==> config.mk <==
export PLATFORM = sky130hd
export DESIGN_NAME = vga_timing_gen
export DESIGN_NICKNAME = d
export VERILOG_FILES = /design/src/rtl/vga_timing_gen.sv
export SDC_FILE = /design/constraint.sdc
export NUM_CORES = 1
export LEC_CHECK = 0
export ABC_AREA = 1
export CAP_MARGIN = 20
export CORE_MARGIN = 2
export CORE_UTILIZATION = 40
export CTS_CLUSTER_DIAMETER = 120
export DETAILED_ROUTE_END_ITERATION = 6
export HOLD_SLACK_MARGIN = 0.06
export SYNTH_ARGS = -nofsm -noshare
export SYNTH_HDL_FRONTEND = slang
export SYNTH_SLANG_ARGS = --single-unit
export TNS_END_PERCENT = 30
==> constraint.sdc <==
create_clock -name clk -period 2.6 [get_ports clk]
set_clock_uncertainty 0.1 [all_clocks]
set_input_delay 0.39 -clock clk [delete_from_list [all_inputs] [get_ports clk]]
set_output_delay 0.39 -clock clk [all_outputs]
set_load 0.1 [all_outputs]
==> src/rtl/vga_timing_gen.sv <==
// Parametrised VGA raster timing generator: syncs, blanking, coordinates, line/frame strobes
// and a wrapping frame counter, all registered and aligned with the internal position.
module vga_timing_gen #(
    parameter int H_PIXELS   = 640,
    parameter int H_FP       = 16,
    parameter int H_PULSE    = 96,
    parameter int H_BP       = 48,
    parameter int V_PIXELS   = 480,
    parameter int V_FP       = 10,
    parameter int V_PULSE    = 2,
    parameter int V_BP       = 33,
    parameter int H_POL      = 0,
    parameter int V_POL      = 0,
    parameter int H_BITS     = 10,
    parameter int V_BITS     = 10,
    parameter int FRAME_BITS = 8
) (
    input  logic                  clk,
    input  logic                  rst,
    input  logic                  pix_en,
    output logic                  h_sync,
    output logic                  v_sync,
    output logic                  n_sync,
    output logic                  disp_ena,
    output logic                  n_blank,
    output logic [H_BITS-1:0]     col,
    output logic [V_BITS-1:0]     row,
    output logic                  line_start,
    output logic                  frame_start,
    output logic [FRAME_BITS-1:0] frame_cnt
);

    localparam int H_TOTAL = H_PIXELS + H_FP + H_PULSE + H_BP;
    localparam int V_TOTAL = V_PIXELS + V_FP + V_PULSE + V_BP;

    if (H_PIXELS < 1 || H_FP < 1 || H_PULSE < 1 || H_BP < 1) begin : g_bad_h_region
        $error("vga_timing_gen: every horizontal region must be at least one clock");
    end
    if (V_PIXELS < 1 || V_FP < 1 || V_PULSE < 1 || V_BP < 1) begin : g_bad_v_region
        $error("vga_timing_gen: every vertical region must be at least one line");
    end
    if (H_BITS < 2 || (H_TOTAL - 1) >= (2 ** H_BITS)) begin : g_bad_h_bits
        $error("vga_timing_gen: H_BITS cannot hold H_TOTAL-1");
    end
    if (V_BITS < 2 || (V_TOTAL - 1) >= (2 ** V_BITS)) begin : g_bad_v_bits
        $error("vga_timing_gen: V_BITS cannot hold V_TOTAL-1");
    end

    localparam logic [H_BITS-1:0] H_ZERO     = {H_BITS{1'b0}};
    localparam logic [H_BITS-1:0] H_ONE      = {{(H_BITS-1){1'b0}}, 1'b1};
    localparam logic [H_BITS-1:0] H_LAST     = H_BITS'(H_TOTAL - 1);
    localparam logic [H_BITS-1:0] H_ACT      = H_BITS'(H_PIXELS);
    localparam logic [H_BITS-1:0] H_SYNC_BEG = H_BITS'(H_PIXELS + H_FP);
    localparam logic [H_BITS-1:0] H_SYNC_END = H_BITS'(H_PIXELS + H_FP + H_PULSE);
    localparam logic [V_BITS-1:0] V_ZERO     = {V_BITS{1'b0}};
    localparam logic [V_BITS-1:0] V_ONE      = {{(V_BITS-1){1'b0}}, 1'b1};
    localparam logic [V_BITS-1:0] V_LAST     = V_BITS'(V_TOTAL - 1);
    localparam logic [V_BITS-1:0] V_ACT      = V_BITS'(V_PIXELS);
    localparam logic [V_BITS-1:0] V_SYNC_BEG = V_BITS'(V_PIXELS + V_FP);
    localparam logic [V_BITS-1:0] V_SYNC_END = V_BITS'(V_PIXELS + V_FP + V_PULSE);
    localparam logic [FRAME_BITS-1:0] F_ZERO = {FRAME_BITS{1'b0}};
    localparam logic [FRAME_BITS-1:0] F_ONE  = {{(FRAME_BITS-1){1'b0}}, 1'b1};
    localparam logic H_LVL = 1'(H_POL);
    localparam logic V_LVL = 1'(V_POL);

    logic [H_BITS-1:0]     h_r;
    logic [V_BITS-1:0]     v_r;
    logic [H_BITS-1:0]     h_nxt_s;
    logic [V_BITS-1:0]     v_nxt_s;
    logic                  h_in_sync_s;
    logic                  v_in_sync_s;
    logic                  active_s;
    logic                  line_start_s;
    logic                  frame_start_s;
    logic [H_BITS-1:0]     col_s;
    logic [V_BITS-1:0]     row_s;
    logic                  h_sync_r;
    logic                  v_sync_r;
    logic                  n_sync_r;
    logic                  disp_ena_r;
    logic [H_BITS-1:0]     col_r;
    logic [V_BITS-1:0]     row_r;
    logic                  line_start_r;
    logic                  frame_start_r;
    logic [FRAME_BITS-1:0] frame_cnt_r;

    // Next raster position: advance only on pix_en, wrapping line then frame.
    always_comb begin
        h_nxt_s = h_r;
        v_nxt_s = v_r;
        if (pix_en) begin
            if (h_r == H_LAST) begin
                h_nxt_s = H_ZERO;
                if (v_r == V_LAST) begin
                    v_nxt_s = V_ZERO;
                end else begin
                    v_nxt_s = v_r + V_ONE;
                end
            end else begin
                h_nxt_s = h_r + H_ONE;
            end
        end else begin
            h_nxt_s = h_r;
            v_nxt_s = v_r;
        end
    end

    // Decode the next position so registered outputs line up with the position register.
    always_comb begin
        h_in_sync_s   = (h_nxt_s >= H_SYNC_BEG) && (h_nxt_s < H_SYNC_END);
        v_in_sync_s   = (v_nxt_s >= V_SYNC_BEG) && (v_nxt_s < V_SYNC_END);
        active_s      = (h_nxt_s < H_ACT) && (v_nxt_s < V_ACT);
        col_s         = (h_nxt_s < H_ACT) ? h_nxt_s : H_ZERO;
        row_s         = (v_nxt_s < V_ACT) ? v_nxt_s : V_ZERO;
        // Strobes are gated by pix_en so a held position never re-fires them.
        line_start_s  = pix_en && (h_nxt_s == H_ZERO);
        frame_start_s = line_start_s && (v_nxt_s == V_ZERO);
    end

    // Position and output registers; reset parks on the last back-porch pixel.
    always_ff @(posedge clk) begin
        if (rst) begin
            h_r           <= H_LAST;
            v_r           <= V_LAST;
            h_sync_r      <= ~H_LVL;
            v_sync_r      <= ~V_LVL;
            n_sync_r      <= 1'b1;
            disp_ena_r    <= 1'b0;
            col_r         <= H_ZERO;
            row_r         <= V_ZERO;
            line_start_r  <= 1'b0;
            frame_start_r <= 1'b0;
            frame_cnt_r   <= F_ZERO;
        end else begin
            h_r           <= h_nxt_s;
            v_r           <= v_nxt_s;
            h_sync_r      <= h_in_sync_s ? H_LVL : ~H_LVL;
            v_sync_r      <= v_in_sync_s ? V_LVL : ~V_LVL;
            n_sync_r      <= ~(h_in_sync_s | v_in_sync_s);
            disp_ena_r    <= active_s;
            col_r         <= col_s;
            row_r         <= row_s;
            line_start_r  <= line_start_s;
            frame_start_r <= frame_start_s;
            frame_cnt_r   <= frame_start_s ? (frame_cnt_r + F_ONE) : frame_cnt_r;
        end
    end

    assign h_sync      = h_sync_r;
    assign v_sync      = v_sync_r;
    assign n_sync      = n_sync_r;
    assign disp_ena    = disp_ena_r;
    assign n_blank     = disp_ena_r;
    assign col         = col_r;
    assign row         = row_r;
    assign line_start  = line_start_r;
    assign frame_start = frame_start_r;
    assign frame_cnt   = frame_cnt_r;

endmodule
After elaboration in Yosys (flattened, before gate mapping). Index checks and enable logic that the tools add are counted.

Flip-flop bits (word level): 54. Bits of input ports: 3. Output and inout port bits: 35. Logic and storage cells: 42.

Add/sub/neg operators: 3. $lt $le $gt $ge: 6. Equality and inequality tests: 2. Muxes and demuxes: 7. Bitwise operators: 4. Reductions and logical operators: 9.

Operator list (count): two-way mux 10 bit (5); adder 10 x 1 -> 10 bit, second input constant (2); equality test 10 bit, second input constant (2); zero test 10 bit (2); less-than comparator 10 bit, second input constant (2); less-than comparator 10 x 9 -> 1 bit, second input constant (2); >= comparator 10 bit, second input constant (1); >= comparator 10 x 9 -> 1 bit, second input constant (1); adder 8 x 1 -> 8 bit, second input constant (1); logical AND 1 bit (5); OR reduction 2 bit (2); NOT 1 bit (3); two-way mux 1 bit (2); OR 1 bit (1).

Logic depth before layout (Yosys ltp). Gate-level depths: netlist (run 1).

Depth in word-level cells: 8. Gate-level depth with buffers: 17. Mapped depth without buffers: 17.

Worst setup path before layout (run 1). Ideal clock, no wire load.

Kind: register -> register. Start point: reg frame_cnt_r[0], in the netlist frame_cnt[0]. End point: reg frame_cnt_r[6], in the netlist frame_cnt[6]. Library setup time: 0.132 ns. Arrival time: 1.943 ns. Data required time: 2.368 ns. Slack: 0.425 ns. Stages on the path, launching flop included: 8. Buffers on the path: 0. Period minus slack after synthesis: 2.175 ns. Path through: dfxtp_1 ha_1 nand2_1 nor2_1 nand2_1 xnor2_1 nand4_1 a21oi_1.

Word-level cells in the longest chain between the ends: 1.

Ends and longest elaborated chain: start, declared (line 85) `logic [FRAME_BITS-1:0] frame_cnt_r;`; start signal, assigned (line 145) `frame_cnt_r <= frame_start_s ? (frame_cnt_r + F_ONE) : frame_cnt_r;`; adder 8 x 1 -> 8 bit (line 145).

No other way between the ends. A chain may end at the register's enable or synchronous reset.

Final worst setup path (run 1).
Start point: reg h_r[0]. End point: reg frame_cnt_r[5], in the netlist frame_cnt[5].

Word-level cells in the longest chain between the ends: 6. Elaborated cells between the ends (all ways): 10. Those cells by class: add/sub: 1; eq/ne: 1; mux: 4; reduce/logical: 4.

Ends and longest elaborated chain: start, declared (line 66) `logic [H_BITS-1:0] h_r;`; start signal, assigned (line 135) `h_r <= h_nxt_s;`; adder 10 x 1 -> 10 bit or equality test 10 bit (tied branches) (line 100, 92); two-way mux 10 bit (line 92) `if (h_r == H_LAST) begin`; two-way mux 10 bit (line 91) `if (pix_en) begin`; zero test 10 bit (line 116) `line_start_s = pix_en && (h_nxt_s == H_ZERO);`; logical AND 1 bit (line 116); logical AND 1 bit (*) (line 117) `frame_start_s = line_start_s && (v_nxt_s == V_ZERO);`.

Mark *: on every way between the ends. The rest lies on a longest branch, timed or not.

==> results of run 1 <==
[layer usage]
metal	up-vias	GRT usage, %	routed length (µm)
met1	1067	25.3	3030
met4	0	6.64	114
met5	-	0	0
met3	10	3.21	183
li1	1280	-	-
met2	38	28.5	2840
[worst register-to-register path, cell delays in order (launching register included)]
cell and delay, ns:
sky130_fd_sc_hd__dfxtp_2 0.38, sky130_fd_sc_hd__ha_1 0.18, sky130_fd_sc_hd__inv_1 0.06, sky130_fd_sc_hd__nor2_2 0.11, sky130_fd_sc_hd__nand3_2 0.09, sky130_fd_sc_hd__nor2_4 0.13, sky130_fd_sc_hd__buf_4 0.19, sky130_fd_sc_hd__nand4_1 0.09
sky130_fd_sc_hd__nand2_1 0.13, sky130_fd_sc_hd__inv_1 0.08, sky130_fd_sc_hd__nor2_1 0.12, sky130_fd_sc_hd__nand2_1 0.10, sky130_fd_sc_hd__nor2_4 0.22, sky130_fd_sc_hd__nand3_4 0.13, sky130_fd_sc_hd__nand2_1 0.10, sky130_fd_sc_hd__a21oi_2 0.05
[power breakdown]
group / total [µW] / leakage, µW / internal (µW) / switching [µW]
Clock: 505 / 0.0000502 / 200 / 305
Combinational: 739 / 0.00108 / 201 / 538
Sequential: 913 / 0.000438 / 881 / 31.5
[timing repair]
| action | CTS | global route |
|---|---|---|
| setup buffers | 0 | 1 |
| setup endpoints to repair | 0 | 18 |
| resized for setup | 0 | 7 |
[kinds of logic (layout without fill, tap and decap cells)]
logic type | count (synthesis) | count (layout)
flops | 54 | 54
buf+inv | 53 | 107
fa+ha+maj | 4 | 4
other cells | 1 | 1
simple gates | 228 | 228
compound gates | 23 | 23
xor+xnor | 7 | 7
[area by class of cell]
class / instances / share of cell area, %
Clock inverter: 3 / 0.901
Sequential cell: 54 / 33.9
Clock buffer: 5 / 2.15
Tap cell: 77 / 3.02
Multi-Input combinational cell: 263 / 42.0
Timing Repair Buffer: 53 / 12.6
Inverter: 46 / 5.41
[Yosys cell counts, drive strengths merged]
cell and n:
nand2 93, xor2 3, nor3b 1, buf 4, clkbuf 3, inv 46
or2 1, dfxtp 54, o21a 1, nand3 32, nand4 20, ha 4
nor3 3, conb 1, a21oi 10, a21boi 1, a31oi 1, nor2 77
xnor2 4, and3 1, o21ai 10
[flip-flops by register name, indices dropped and copies added (netlist names), 8 cells and up]
| name | flops |
|---|---|
| col | 10 |
| h_r | 10 |
| row | 10 |
| v_r | 10 |
| frame_cnt | 8 |
[metrics by stage]
step	setup slack [ns]	util, %
detailed placement	0.0131	48.3
floorplan	0.425	-
global route	0.0142	50.3
CTS	0.197	49.8
global placement	0.0593	48.3
finish	0.246	50.3
[path summary, 6_finish.rpt]
| path | cells past startpoint | slack [ns] | to | start |
|---|---|---|---|---|
| worst min register to register | 2 | 0.40 | frame_cnt[7] | frame_cnt[7] |
| worst max register to register | 15 | 0.25 | frame_cnt[5] | h_r[0] |
| worst min-delay path | 2 | 0.40 | frame_cnt[7] | frame_cnt[7] |
| worst max-delay path | 15 | 0.25 | frame_cnt[5] | h_r[0] |
==> flow_metrics.py, run 1 <==
metrics = {
    "detailed_routing": {
        "firstDrtPassIters": 4,
        "remaining_drc_errors": 0,
        "total_vias_in_the_final_route": 2395,
        "wl_per_cell_um": 12.3,
        "drt_wl_total_mm": 6.16,
        "routed_via_density": 4.78,
        "ant_nets": 0,
        "drtIter0Drc": 115,
    },
    "logic_synthesis": {
        "dominant_combinational_cell_family_by_area_after_synthesis": "simple AND/OR/NAND/NOR gates",
        "post-synth-top-area-fraction_pct": 41.3,
        "syn_area_mm2": 0.00262,
        "synth-seq-area-share_pct": 41.3,
        "post_synth_inst_count": 370,
        "synth-simple-area-share_pct": 41.3,
        "post_synth_num_cell_types": 33,
        "syn-mean-instance-area_um2": 7.07,
        "synth-adder-area-share_pct": 1.91,
        "synth-seq-cells": 54,
        "synth.yosys.warnings": 0,
        "post_synth_mux_area_share_pct": 0,
        "synth_area_leader_cell": "sky130_fd_sc_hd__dfxtp_1",
        "synth-xor-area-share_pct": 2.34,
        "synth-compound-area-share_pct": 4.78,
        "synthesis.nets": 377,
        "synth.top_cells.by_area": "sky130_fd_sc_hd__dfxtp_1 (41%), sky130_fd_sc_hd__nand2_1 (13%), sky130_fd_sc_hd__nor2_1 (9.3%), sky130_fd_sc_hd__inv_1 (5.9%), sky130_fd_sc_hd__nand3_1 (4.8%)",
    },
    "die": {
        "initial_core_util_pct": 41.2,
        "core_area_mm2": 0.00635,
        "die_w_um": 84.9,
        "die-area_mm2": 0.00720,
        "vertical_extent_of_the_die_um": 84.9,
        "core.rowCount": 29,
        "ios": 38,
    },
    "sta": {
        "slew_viol_final": 0,
        "fin_crit_sh_pct": 90.5,
        "setup_viol": 0,
        "rsz0062_at_grt": "no",
        "post-route-min-period_ns": 2.35,
        "max_clock_freq_ghz": 0.425,
        "post_route_setup_tns_ns": 0,
        "holdWs_ns": 0.396,
        "timing.final.hold_violations": 0,
    },
    "global_routing": {
        "first_pass_grt_wire_length_mm": 10.5,
        "globalRoute.totalOverflow": 0,
        "largest_net_degree_at_the_start_of_global_routing": 20,
        "track_usage_pct": 18.2,
        "antenna_violations_before_repair": 0,
        "first_global_vias": 2211,
    },
    "setup_path": {
        "critical_path.startpoint_type": "flip-flop",
        "crit_family": "simple AND/OR/NAND/NOR gates",
        "critical-path-max-stage-delay_ns": 0.38,
        "end_kind": "flip-flop",
        "cp_common_cell": "sky130_fd_sc_hd__nand2_1",
        "critical_path.max_fanout": 10,
        "crit_buf_inv": 3,
        "timing.critical_path.required_ns": 2.71,
        "timing.critical_path.cells": "ha_1 -> inv_1 -> nor2_2 -> nand3_2 -> nor2_4 -> buf_4 -> nand4_1 -> nand2_1 -> inv_1 -> nor2_1 -> nand2_1 -> nor2_4 -> nand3_4 -> nand2_1 -> a21oi_2",
        "timing.critical_path.slowest_stage_cell": "sky130_fd_sc_hd__dfxtp_2",
        "critPathArrivalTime_ns": 2.46,
        "criticalPathCategory": "reg -> reg",
    },
    "cts": {
        "cts-buffers-inserted": 5,
        "clock_transition_time_at_the_flip_flop_clock_pins_of_the_worst_setup_and_hold_paths_ns": 0.10,
        "clock_root_cell": "sky130_fd_sc_hd__clkbuf_8",
        "max-clock-path-buffers": 2,
        "tritoncts_num_sinks": 54,
        "clock_tree_from_tritoncts": "yes",
        "cts_hold_repair.buffers": 0,
        "htree_num_levels": 2,
        "worstSkewPairLatency_ns": 0.32,
    },
    "placed_design": {
        "detailedPlacementHpwl_mm": 4.71,
        "area_after_detailed_placement_mm2": 0.00307,
        "buffer_ports.inserted": 37,
        "post-place-cells": 492,
        "routabilityCongestion": 0.834,
    },
    "cells_and_area": {
        "finalNonFillerCells": 501,
        "areaGrowthSynthToFinish_pct": 22.2,
        "most-common-layout-cells": "sky130_fd_sc_hd__nand2_1 (87), sky130_fd_sc_hd__nor2_1 (64), sky130_fd_sc_hd__dfxtp_1 (52)",
        "final_layout_size_suffix_gt1_share_pct": 22.9,
        "final_design_area_no_fill_mm2": 0.00319,
        "layout.nets": 430,
        "fill_cells": 630,
        "diodes": 0,
        "layout.cells.most_common": "sky130_fd_sc_hd__nand2_1",
        "multi_input_area_mm2": 0.00134,
        "seq_area_mm2": 0.00108,
    },
    "power_and_ir_drop": {
        "power.density_mw_per_mm2": 675,
        "power_uw": 2160,
        "ir_drop_mv": 0.508,
        "leakage_uw": 0.00157,
    },
    "status": {
        "result_of_the_run": "complete, no violations",
    },
    "flow_run": {
        "max_cap_violations": 0,
    },
    "min_path": {
        "timing.hold.worst.class": "reg -> reg",
    },
}
Power figures use the tool's default switching activity.
==> run 2: changes to the inputs <==
--- a/config.mk
+++ b/config.mk
@@ -6,12 +6,13 @@
 export NUM_CORES = 1
 export LEC_CHECK = 0
 export ABC_AREA = 1
-export CAP_MARGIN = 20
+export CAP_MARGIN = 15
 export CORE_MARGIN = 2
-export CORE_UTILIZATION = 40
+export CORE_UTILIZATION = 54
 export CTS_CLUSTER_DIAMETER = 120
 export DETAILED_ROUTE_END_ITERATION = 6
 export HOLD_SLACK_MARGIN = 0.06
+export PLACE_DENSITY = 0.79
 export SYNTH_ARGS = -nofsm -noshare
 export SYNTH_HDL_FRONTEND = slang
 export SYNTH_SLANG_ARGS = --single-unit
==> flow_metrics.py, run 2 (synthesized netlist as in run 1, its figures left out) <==
metrics = {
    "status": {
        "result_of_the_run": "complete, no violations",
    },
    "die": {
        "vertical_extent_of_the_die_um": 73.6,
        "core_area_mm2": 0.00469,
        "initial_core_util_pct": 55.7,
        "die_w_um": 73.6,
        "die-area_mm2": 0.00542,
        "ios": 38,
        "core.rowCount": 25,
    },
    "cells_and_area": {
        "most-common-layout-cells": "sky130_fd_sc_hd__nand2_1 (86), sky130_fd_sc_hd__nor2_1 (64), sky130_fd_sc_hd__dfxtp_1 (52)",
        "areaGrowthSynthToFinish_pct": 20.5,
        "diodes": 0,
        "multi_input_area_mm2": 0.00134,
        "final_design_area_no_fill_mm2": 0.00315,
        "layout.core_utilization_pct": 67.1,
        "fill_cells": 426,
        "seq_area_mm2": 0.00108,
        "layout.cells.most_common": "sky130_fd_sc_hd__nand2_1",
        "layout.nets": 427,
        "final_layout_size_suffix_gt1_share_pct": 21.9,
    },
    "setup_path": {
        "cp_common_cell": "sky130_fd_sc_hd__buf_4",
        "crit-reg2reg-launch": "h_r[0]",
        "critical_path.max_fanout": 7,
        "critPathArrivalTime_ns": 2.52,
        "critical_path.startpoint_type": "flip-flop",
        "criticalPathCategory": "reg -> reg",
        "timing.critical_path.slowest_stage_cell": "sky130_fd_sc_hd__dfxtp_2",
        "critical-path-max-stage-delay_ns": 0.38,
        "worst_setup_path_startpoint": "h_r[0]",
        "timing.critical_path.cells": "ha_1 -> inv_1 -> nor2_2 -> nand3_2 -> nor2_4 -> buf_4 -> buf_4 -> nand4_1 -> nand3_2 -> nand3_1 -> nor2_4 -> buf_4 -> nand4_1 -> a21oi_1",
        "timing.critical_path.required_ns": 2.75,
        "end_kind": "flip-flop",
    },
    "sta": {
        "fin_crit_sh_pct": 91.0,
        "max_clock_freq_ghz": 0.423,
        "timing.final.hold_violations": 0,
        "setup_viol": 0,
        "fin_ws_ns": 0.234,
        "post-route-min-period_ns": 2.37,
        "slew_viol_final": 0,
    },
    "detailed_routing": {
        "wl_per_cell_um": 12.7,
        "drtIter0Drc": 128,
        "firstDrtPassIters": 5,
        "drt_wl_total_mm": 6.05,
        "remaining_drc_errors": 0,
        "routed_via_density": 5.28,
        "total_vias_in_the_final_route": 2508,
        "ant_nets": 0,
    },
    "global_routing": {
        "globalRoute.totalOverflow": 0,
        "largest_net_degree_at_the_start_of_global_routing": 20,
        "track_usage_pct": 24.2,
        "first_global_vias": 2240,
        "antenna_violations_before_repair": 0,
        "first_pass_grt_wire_length_mm": 10.1,
    },
    "cts": {
        "cts_hold_repair.buffers": 0,
        "cts-buffers-inserted": 5,
        "worstSkewPairLatency_ns": 0.31,
        "max-clock-path-buffers": 2,
        "tritoncts_num_sinks": 54,
        "clock_tree_from_tritoncts": "yes",
        "clock_root_cell": "sky130_fd_sc_hd__clkbuf_8",
        "clock_transition_time_at_the_flip_flop_clock_pins_of_the_worst_setup_and_hold_paths_ns": 0.10,
        "htree_num_levels": 2,
    },
    "placed_design": {
        "area_after_detailed_placement_mm2": 0.00301,
        "detailedPlacementHpwl_mm": 4.46,
        "routabilityCongestion": 0.909,
        "buffer_ports.inserted": 37,
        "preCtsSetupSlack_ns": -0.00404,
    },
    "flow_run": {
        "max_cap_violations": 0,
    },
    "power_and_ir_drop": {
        "leakage_uw": 0.00156,
        "ir_drop_mv": 0.540,
        "power.density_mw_per_mm2": 679,
        "power_uw": 2140,
    },
    "min_path": {
        "timing.hold.worst.class": "reg -> reg",
        "hold_start": "frame_cnt[7]",
    },
}
==> run 2: cell count changes in the layout (fill, tap and decap cells not counted), moves of 2 or more <==
cell / delta
sky130_fd_sc_hd__buf_4: -4
sky130_fd_sc_hd__a21oi_1: +2
sky130_fd_sc_hd__a21oi_2: -2
sky130_fd_sc_hd__clkinv_4: -2
sky130_fd_sc_hd__nor2_2: -2
sky130_fd_sc_hd__nor2_4: +2
==> run 2: through the flow <==
stage	hold slack, ns	instances	setup TNS (ns)
2_1_floorplan	0.371	370	0
3_3_place_gp	0.383	463	0
3_5_place_dp	0.384	463	-0.00710
4_1_cts	0.398	471	0
5_1_grt	0.418	475	-0.00306
6_report	0.394	475	0
==> run 2: critical path: cells and delay by family, from the launching register on <==
| family | cells | cell delay (ns) |
|---|---|---|
| AND/OR/NAND/NOR | 8 | 1.01 |
| AO/OA/AOI/OAI | 1 | 0.14 |
| buffers and inverters | 4 | 0.49 |
| adder cells (fa/ha/maj) | 1 | 0.17 |
| flip-flops | 1 | 0.38 |
==> run 2: where the power goes <==
group          internal [µW]  switching [µW]
logic                    195             533
clock network            221             276
registers                881            33.2
==> run 2: path summary, 6_finish.rpt <==
kind                            slack (ns)           end  cells past startpoint
worst max-delay path                  0.23  frame_cnt[5]                     14
worst min-delay path                  0.39  frame_cnt[7]                      2
worst max register to register        0.23  frame_cnt[5]                     14
worst min register to register        0.39  frame_cnt[7]                      2
==> run 2: repair_timing <==
action | CTS | global route
buffers inserted | 0 | 4
resized for setup | 0 | 7
endpoints found under the hold margin | 0 | 0
endpoints found under the setup margin | 0 | 14
==> run 2: cell type report <==
cell class / instances / area share (%)
multi-input cells: 263 / 42.5
repair buffers: 50 / 12.5
clock buffers: 7 / 2.74
flip-flops and latches: 54 / 34.4
inverters: 46 / 5.48
well taps: 54 / 2.14
clock inverters: 1 / 0.278
==> run 2: per-layer routing <==
| metal | GRT usage, % | wire length (µm) | up-vias |
|---|---|---|---|
| met4 | 8.89 | 109 | 0 |
| met1 | 31.4 | 2700 | 1138 |
| li1 | - | - | 1270 |
| met5 | 0 | 0 | - |
| met3 | 5.90 | 370 | 12 |
| met2 | 39.1 | 2870 | 88 |
==> run 3: changes to the inputs <==
--- a/config.mk
+++ b/config.mk
@@ -13,6 +13,7 @@
 export DETAILED_ROUTE_END_ITERATION = 6
 export HOLD_SLACK_MARGIN = 0.06
 export PLACE_DENSITY = 0.79
+export REMOVE_ABC_BUFFERS = 1
 export SYNTH_ARGS = -nofsm -noshare
 export SYNTH_HDL_FRONTEND = slang
 export SYNTH_SLANG_ARGS = --single-unit
==> flow_metrics.py, run 3 (synthesized netlist as in run 1, its figures left out) <==
metrics = {
    "status": {
        "result_of_the_run": "complete, no violations",
    },
    "cells_and_area": {
        "layout.nets": 429,
        "areaGrowthSynthToFinish_pct": 21.1,
        "final_layout_size_suffix_gt1_share_pct": 22.2,
        "layout.cells.most_common": "sky130_fd_sc_hd__nand2_1",
        "diodes": 0,
        "most-common-layout-cells": "sky130_fd_sc_hd__nand2_1 (87), sky130_fd_sc_hd__nor2_1 (64), sky130_fd_sc_hd__dfxtp_1 (52)",
        "finalNonFillerCells": 477,
    },
    "sta": {
        "setup_viol": 0,
        "rsz0062_at_grt": "no",
        "max_clock_freq_ghz": 0.418,
        "slew_viol_final": 0,
        "timing.final.hold_violations": 0,
        "holdWs_ns": 0.400,
        "post_route_setup_tns_ns": 0,
        "fin_crit_sh_pct": 92.0,
        "post-route-min-period_ns": 2.39,
    },
    "die": {
        "vertical_extent_of_the_die_um": 73.6,
        "die_w_um": 73.6,
        "core.rowCount": 25,
        "ios": 38,
        "core_area_mm2": 0.00469,
        "initial_core_util_pct": 55.7,
        "die-area_mm2": 0.00542,
    },
    "setup_path": {
        "critical-path-max-stage-delay_ns": 0.38,
        "timing.critical_path.required_ns": 2.70,
        "critical_path.startpoint_type": "flip-flop",
        "worst-r2r-cell-count": 13,
        "crit_family": "simple AND/OR/NAND/NOR gates",
        "rr_endpoint": "row[6]",
        "crit-reg2reg-launch": "h_r[0]",
        "crit_buf_inv": 3,
        "cp_common_cell": "sky130_fd_sc_hd__nand2_1",
        "timing.critical_path.cells": "ha_1 -> inv_1 -> nor2_2 -> nand4_1 -> nor2_2 -> buf_4 -> nand2_1 -> nand2_1 -> nand2_1 -> buf_4 -> o21a_1 -> nand2_1 -> nor2_1",
        "critPathArrivalTime_ns": 2.49,
        "timing.critical_path.slowest_stage_cell": "sky130_fd_sc_hd__dfxtp_2",
        "critical_path.max_fanout": 6,
        "rrSetupSlack_ns": 0.21,
        "criticalPathCategory": "reg -> reg",
        "end_kind": "flip-flop",
    },
    "detailed_routing": {
        "routed_via_density": 5.26,
        "wl_per_cell_um": 12.9,
        "ant_nets": 0,
        "drtIter0Drc": 256,
        "remaining_drc_errors": 0,
        "firstDrtPassIters": 5,
        "total_vias_in_the_final_route": 2507,
        "drt_wl_total_mm": 6.17,
    },
    "cts": {
        "clock_tree_from_tritoncts": "yes",
        "worstSkewPairLatency_ns": 0.30,
        "htree_num_levels": 2,
        "tritoncts_num_sinks": 54,
        "max-clock-path-buffers": 2,
        "clock_root_cell": "sky130_fd_sc_hd__clkbuf_8",
        "cts-buffers-inserted": 5,
        "clock_transition_time_at_the_flip_flop_clock_pins_of_the_worst_setup_and_hold_paths_ns": 0.10,
    },
    "min_path": {
        "holdPathEnd": "frame_cnt[7]",
        "timing.hold.worst.class": "reg -> reg",
        "hold_start": "frame_cnt[7]",
        "timing.hold.worst_path_depth": 2,
    },
    "placed_design": {
        "post-place-cells": 466,
        "detailedPlacementHpwl_mm": 4.65,
        "routabilityCongestion": 0.926,
        "buffer_ports.inserted": 37,
    },
    "power_and_ir_drop": {
        "leakage_uw": 0.00156,
        "ir_drop_mv": 0.431,
        "power.density_mw_per_mm2": 675,
    },
    "global_routing": {
        "antenna_violations_before_repair": 0,
        "first_pass_grt_wire_length_mm": 10.3,
        "track_usage_pct": 24.5,
        "first_global_vias": 2271,
        "largest_net_degree_at_the_start_of_global_routing": 17,
        "globalRoute.totalOverflow": 0,
    },
    "flow_run": {
        "max_cap_violations": 0,
    },
}
==> run 3: cell types whose count changed in the layout (fill, tap and decap cells not counted) <==
| cell | previous run | this run |
|---|---|---|
| sky130_fd_sc_hd__buf_4 | 47 | 49 |
| sky130_fd_sc_hd__clkbuf_1 | 1 | 0 |
| sky130_fd_sc_hd__clkinv_2 | 0 | 1 |
| sky130_fd_sc_hd__clkinvlp_4 | 0 | 1 |
| sky130_fd_sc_hd__inv_6 | 1 | 0 |
| sky130_fd_sc_hd__nand2_1 | 86 | 87 |
| sky130_fd_sc_hd__nand2_2 | 6 | 5 |
| sky130_fd_sc_hd__nand3_2 | 7 | 6 |
| sky130_fd_sc_hd__nand3_4 | 0 | 1 |
| sky130_fd_sc_hd__nor2_2 | 6 | 7 |
| sky130_fd_sc_hd__nor2_4 | 6 | 5 |
==> run 3: worst reg2reg max path, stage by stage, from the launching register on <==
cell	delay (ns)
sky130_fd_sc_hd__dfxtp_2	0.38
sky130_fd_sc_hd__ha_1	0.18
sky130_fd_sc_hd__inv_1	0.07
sky130_fd_sc_hd__nor2_2	0.11
sky130_fd_sc_hd__nand4_1	0.26
sky130_fd_sc_hd__nor2_2	0.26
sky130_fd_sc_hd__buf_4	0.13
sky130_fd_sc_hd__nand2_1	0.04
sky130_fd_sc_hd__nand2_1	0.05
sky130_fd_sc_hd__nand2_1	0.10
sky130_fd_sc_hd__buf_4	0.17
sky130_fd_sc_hd__o21a_1	0.22
sky130_fd_sc_hd__nand2_1	0.17
sky130_fd_sc_hd__nor2_1	0.07
==> run 3: worst max path at each step <==
stage | start | to | slack (ns) | depth (start not counted)
6_report | h_r[0] | row[6] | 0.21 | 13
5_1_grt | h_r[0] | frame_cnt[5] | 0.004 | 16
4_1_cts | h_r[0] | frame_cnt[5] | 0.17 | 14
3_5_place_dp | pix_en | frame_cnt[5] | -0.07 | 11
3_3_place_gp | pix_en | frame_cnt[5] | 0.07 | 11
2_1_floorplan | h_r[0] | frame_cnt[2] | 0.39 | 14
==> run 3: report_power, final <==
| part | switching, µW | internal (µW) |
|---|---|---|
| logic | 541 | 203 |
| clock network | 265 | 214 |
| registers | 31.8 | 881 |
| total | 839 | 1300 |
==> run 3: final cells by class <==
class	count	area (µm²)
clock buffer	6	82.6
clock inverter	2	12.5
fill	418	1530
inverter	46	173
multi-input combinational	263	1340
sequential	54	1080
tap	54	67.6
timing repair buffer	52	408
==> run 3: what timing repair did <==
action | in CTS | in global routing
setup buffers | 0 | 3
resized for setup | 0 | 6
hold buffers | 0 | 0
hold endpoints to repair | 0 | 0
setup endpoints to repair | 0 | 13
==> run 3: stage by stage <==
step / utilization, % / setup slack (ns) / instance area, µm² / power [µW]
floorplan: - / 0.386 / 2570 / 1450
global placement: 64.5 / 0.0690 / 3030 / 1640
detailed placement: 64.5 / -0.0682 / 3030 / 1650
CTS: 66.6 / 0.168 / 3120 / 2120
global route: 67.5 / 0.00368 / 3170 / 2250
finish: 67.5 / 0.207 / 3170 / 2140
==> run 3: routing by layer <==
layer / share of wire [%] / vias to the layer above / GRT usage, %
li1: - / 1275 / -
met1: 46 / 1151 / 33.7
met2: 48 / 71 / 40.0
met3: 4.4 / 10 / 3.84
met4: 1.8 / 0 / 6.67
met5: 0 / - / 0
